--- config.mk ---
export PLATFORM = sky130hd
export DESIGN_NAME = ymat_entry_fetch
export DESIGN_NICKNAME = d
export VERILOG_FILES = /design/src/rtl/ymat_entry_fetch.sv
export SDC_FILE = /design/constraint.sdc
export NUM_CORES = 1
export LEC_CHECK = 0
export BUFFER_PORTS_ARGS = -buffer_cell sky130_fd_sc_hd__buf_4
export CORE_AREA = 2 2 233 235
export CTS_CLUSTER_SIZE = 8
export DETAILED_ROUTE_END_ITERATION = 8
export DIE_AREA = 0 0 235 237
export HOLD_SLACK_MARGIN = 0.08
export REMOVE_ABC_BUFFERS = 1
export SKIP_LAST_GASP = 1
export SLEW_MARGIN = 15
export SYNTH_ARGS = -nofsm -noshare
export SYNTH_HDL_FRONTEND = slang
export SYNTH_SLANG_ARGS = --single-unit
--- constraint.sdc ---
create_clock -name clock -period 4.7 [get_ports clock]
set_input_delay 0.94 -clock clock [delete_from_list [all_inputs] [get_ports clock]]
set_output_delay 0.94 -clock clock [all_outputs]
set_load 0.005 [all_outputs]
--- src/rtl/ymat_entry_fetch.sv ---
// Y-matrix entry fetch: reads the SRAM words covering one row's inclusive
// entry-address range and streams the 32-bit {column, value} entries out
// over a valid/ready handshake, one entry per cycle within a word.
module ymat_entry_fetch #(
  parameter int ADDR_W    = 11,
  parameter int SLOT_BITS = 3,
  parameter int DATA_W    = 256
) (
  input  logic                          clock,
  input  logic                          reset,
  input  logic                          start,
  input  logic [ADDR_W-1:0]             addr_first,
  input  logic [ADDR_W-1:0]             addr_last,
  output logic                          sram_rd,
  output logic [ADDR_W-SLOT_BITS-1:0]   sram_addr,
  input  logic [DATA_W-1:0]             sram_rdata,
  output logic                          ent_valid,
  input  logic                          ent_ready,
  output logic [15:0]                   ent_col,
  output logic [15:0]                   ent_val,
  output logic                          ent_last,
  output logic                          busy,
  output logic                          done,
  output logic [ADDR_W:0]               ent_count
);

  localparam int ENT_W = DATA_W >> SLOT_BITS;
  localparam logic [ADDR_W-1:0] CUR_ONE   = ADDR_W'(1);
  localparam logic [ADDR_W:0]   COUNT_ONE = (ADDR_W + 1)'(1);

  typedef enum logic [2:0] {
    IDLE,
    READ,
    WAIT,
    EMIT,
    DONE
  } state_t;

  state_t                        state_q;
  logic [ADDR_W-1:0]             cur_q;
  logic [ADDR_W-1:0]             last_q;
  logic [DATA_W-1:0]             buf_q;
  logic                          sram_rd_q;
  logic [ADDR_W-SLOT_BITS-1:0]   sram_addr_q;
  logic [ADDR_W:0]               count_q;

  logic [ADDR_W-1:0]             cur_d;
  logic [ENT_W-1:0]              slot_w;
  logic                          at_last;
  logic                          word_end;

  // Next entry address and the slot of the buffered word that cur points at
  always_comb begin
    cur_d    = cur_q + CUR_ONE;
    slot_w   = buf_q[int'(cur_q[SLOT_BITS-1:0]) * ENT_W +: ENT_W];
    at_last  = (cur_q == last_q);
    word_end = (cur_q[SLOT_BITS-1:0] == {SLOT_BITS{1'b1}});
  end

  // Row sequencer: capture range, read one word, drain its slots, repeat
  always_ff @(posedge clock) begin
    if (!reset) begin
      state_q     <= IDLE;
      cur_q       <= '0;
      last_q      <= '0;
      buf_q       <= '0;
      sram_rd_q   <= 1'b0;
      sram_addr_q <= '0;
      count_q     <= '0;
    end else begin
      case (state_q)
        IDLE: begin
          if (start) begin
            cur_q   <= addr_first;
            last_q  <= addr_last;
            count_q <= '0;
            if (addr_first > addr_last) begin
              state_q <= DONE;
            end else begin
              state_q     <= READ;
              sram_rd_q   <= 1'b1;
              sram_addr_q <= addr_first[ADDR_W-1:SLOT_BITS];
            end
          end
        end
        READ: begin
          sram_rd_q <= 1'b0;
          state_q   <= WAIT;
        end
        WAIT: begin
          buf_q   <= sram_rdata;
          state_q <= EMIT;
        end
        EMIT: begin
          if (ent_ready) begin
            count_q <= count_q + COUNT_ONE;
            if (at_last) begin
              state_q <= DONE;
            end else begin
              cur_q <= cur_d;
              if (word_end) begin
                state_q     <= READ;
                sram_rd_q   <= 1'b1;
                sram_addr_q <= cur_d[ADDR_W-1:SLOT_BITS];
              end
            end
          end
        end
        DONE: begin
          state_q <= IDLE;
        end
        default: begin
          state_q <= IDLE;
        end
      endcase
    end
  end

  assign sram_rd   = sram_rd_q;
  assign sram_addr = sram_addr_q;
  assign ent_valid = (state_q == EMIT);
  assign ent_col   = slot_w[31:16];
  assign ent_val   = slot_w[15:0];
  assign ent_last  = (state_q == EMIT) && at_last;
  assign busy      = (state_q != IDLE);
  assign done      = (state_q == DONE);
  assign ent_count = count_q;

endmodule

==> out/qor.yml <==
sta:
  final_max_slew_viol_count: 0
  fin_crit_sh: 0.794
  worst_pin_slew_ns: 0.887
  fmaxAchievable_mhz: 268
  max-slew-margin-rel: 0.407
  fin_skew_ns: 0.0128
  period_needed_ns: 3.73
  final_hold_viol_count: 0
  rsz0062_at_grt: "false"
  finalSetupViolCount: 0
place:
  gp_congestion: 0.846
  io_buffer_count: 338
  hpwl_mm: 27.9
worst_hold_path:
  hold_class: "reg -> reg"
layout:
  multiInputGateArea_sq_mm: 0.00659
  syn_to_final_growth_pct: 32.7
  nFillCells: 5577
  post-route-util: 0.329
  seqCellArea_sq_mm: 0.00605
  layout.nets: 2125
  final_layout_size_suffix_gt1_frac: 0.278
power:
  p_comb_frac: 0.281
  switchingPower_w: 0.00282
  pwr-share-seq: 0.390
  power_w: 0.00876
  leakage_nw: 6.74
  power_density_mw_per_mm2: 500
  p_clk_frac: 0.329
  power.internal_w: 0.00594
  ir_drop_mv: 0.223
  swShare: 0.321
route:
  drt_iter0_drc: 648
  routed_via_density: 4.58
  drt_pass1_iterations: 5
  via_count: 11596
  antenna_left: 0
  drc: 0
  post_drt_wl_per_cell_microns: 15.7
  wirelength_mm: 39.8
floorplan:
  die_x_microns: 235
  row_count: 85
  dieArea_sq_mm: 0.0557
  die_h_microns: 237
  ioPinCount: 339
  start_util: 0.248
  core-area_sq_mm: 0.0533
critical_path:
  critPathMaxStageDelay_ns: 0.80
  cpMaxStageDelayCell: "dfxtp_4"
  crit_path_cell_trace: "xor2_1 -> nor4_2 -> or4b_1 -> inv_1 -> buf_4"
  path_class: "reg -> out"
  worstSetupEndpointType: "output pin"
  path_max_fanout: 47
  cp.required_ns: 3.76
  worstPathArrival_ns: 2.79
  worstSetupStartpointType: "register"
synth:
  netlist_instances: 1548
  yosysWarnings: 0
  ys_types: 47
  synth_area_per_cell_sq_um: 8.52
  synth-adder-area-share: 0.0133
  synthSimpleGateAreaFrac: 0.193
  syn_area_sq_mm: 0.0132
  seq_area_frac_synth: 0.458
  ys_ff_latch: 302
  synth_top_family_by_area: "simple AND/OR/NAND/NOR gates"
  yosys-mux-area-fraction: 0.149
  synth_compound_area_frac: 0.123
  synth-xor-area-share: 0.0199
run_status:
  status: "completed"
global_routing:
  grt_pass1_wl_mm: 62.0
  overflow: 0
  grt_util_all_layers: 0.139
  grt_use_met2: 0.228
  grt_pass1_vias: 11442
  use_met3: 0.0419
  antenna_found_initial: 1
  gr-usage-met1: 0.174
  grt.busiest_layer: "met2"
  grt_max_degree: 118
clock_network:
  cts_max_level: 2
  post-cts-setup-buffer-count: 0
  clockBufferDepth: 3
  cts_root_buf: "clkbuf_16"
  clkTransAtPathRegs_ns: 0.05
  clock_latency_ns: 0.55
  hold_buffers: 0
  cts_buffers: 44
  post_cts_resized: 0
  cts_tree: "built"
  cts_sinks: 302
flow_run:
  max_cap_viol_count: 0
-- Yosys cell counts, drive strengths merged --
master | count | area, sq um
o211a | 1 | 10.0
or4b | 1 | 10.0
o211ai | 1 | 7.51
mux2 | 32 | 360
ha | 14 | 175
or3 | 1 | 6.26
a21oi | 283 | 1430
clkinv | 1 | 3.75
nor2b | 2 | 12.5
clkbuf | 71 | 267
mux4 | 64 | 1440
mux2i | 16 | 160
or2 | 2 | 12.5
nand2b | 3 | 18.8
o21a | 2 | 15.0
xor2 | 19 | 166
a311oi | 2 | 17.5
dfxtp | 302 | 6050
and2 | 3 | 18.8
and4 | 4 | 35.0
a21o | 2 | 15.0
nand2 | 563 | 2130
nand4 | 8 | 50.1
o311ai | 1 | 8.76
nor3b | 1 | 7.51
nand3 | 17 | 85.1
o21ai | 16 | 83.8
and3 | 3 | 18.8
a31oi | 2 | 12.5
nor3 | 4 | 20.0
nor4 | 1 | 12.5
buf | 47 | 235
nor2 | 27 | 101
a211oi | 2 | 15.0
xnor2 | 11 | 96.3
inv | 17 | 63.8
or3b | 1 | 11.3
a32oi | 1 | 8.76
-- cell type report --
type / instances / area share
well taps: 696 / 0.0497
clock inverters: 2 / 0.00343
inverters: 18 / 0.00429
clock buffers: 49 / 0.0652
flip-flops and latches: 302 / 0.346
repair buffers: 353 / 0.155
diodes: 1 / 0.000143
multi-input cells: 1110 / 0.376
-- state kept, by name, indices dropped and copies added (netlist names) --
register / count
sram_addr: 8
cur_q: 11
last_q: 11
state_q: 3
sram_rd: 1
buf_q: 256
ent_count: 12
-- stage by stage --
stage	std cells	hold slack, ns	area, sq um	worst slack [ns]	TNS (ns)
6_report	2531	0.449	17500	0.966	0
5_1_grt	2530	0.469	17500	0.780	0
4_1_cts	2530	0.451	17500	0.876	0
3_5_place_dp	2479	0.444	16300	1.48	0
3_3_place_gp	2479	0.441	16300	1.53	0
2_1_floorplan	1430	0.433	12700	-4.13	-1084.21
-- critical path, delay by kind of cell (launching register included) --
family	cells	cell delay, ns
buf+inv	2	0.24
simple gates	2	1.03
xor+xnor	1	0.16
flops	1	0.80
-- placed cells by master, fill, tap and decap left out, types with 5 or more instances in the layout --
cell type / count
nand4_1: 8
xnor2_1: 11
clkbuf_16: 45
buf_12: 5
a21oi_1: 281
nand3_1: 17
mux4_2: 64
xor2_1: 19
dfxtp_1: 299
ha_1: 14
o21ai_0: 15
buf_4: 348
mux2i_1: 16
nand2_1: 561
inv_1: 17
mux2_2: 32
nor2_1: 26
-- final timing paths --
kind / end / depth (start not counted) / from / slack (ns)
min reg2reg: buf_q[105] / 2 / buf_q[105] / 0.45
min: buf_q[105] / 2 / buf_q[105] / 0.45
max reg2reg: sram_addr[5] / 8 / cur_q[0] / 1.92
max: ent_last / 5 / cur_q[1] / 0.97
-- power groups by stage --
stage / logic, W / clock network [W] / registers (W)
detailed placement: 0.00250 / 0 / 0.00347
global route: 0.00274 / 0.00308 / 0.00348
global placement: 0.00245 / 0 / 0.00345
floorplan: 0.00176 / 0 / 0.00341
finish: 0.00246 / 0.00288 / 0.00342
CTS: 0.00250 / 0.00298 / 0.00342
-- kinds of logic (layout without fill, tap and decap cells) --
group / count (synthesis) / in the layout
compound gates: 313 / 313
fa+ha+maj: 14 / 14
simple gates: 641 / 641
mux: 112 / 112
other cells: 0 / 1
buf+inv: 136 / 422
flops: 302 / 302
xor+xnor: 30 / 30
-- per-layer routing --
metal	vias to the layer above	wire length [microns]
met5	-	0
met4	0	836
met3	52	3040
met2	346	18700
met1	5444	17200
li1	5754	-
Power figures use the tool's default switching activity.
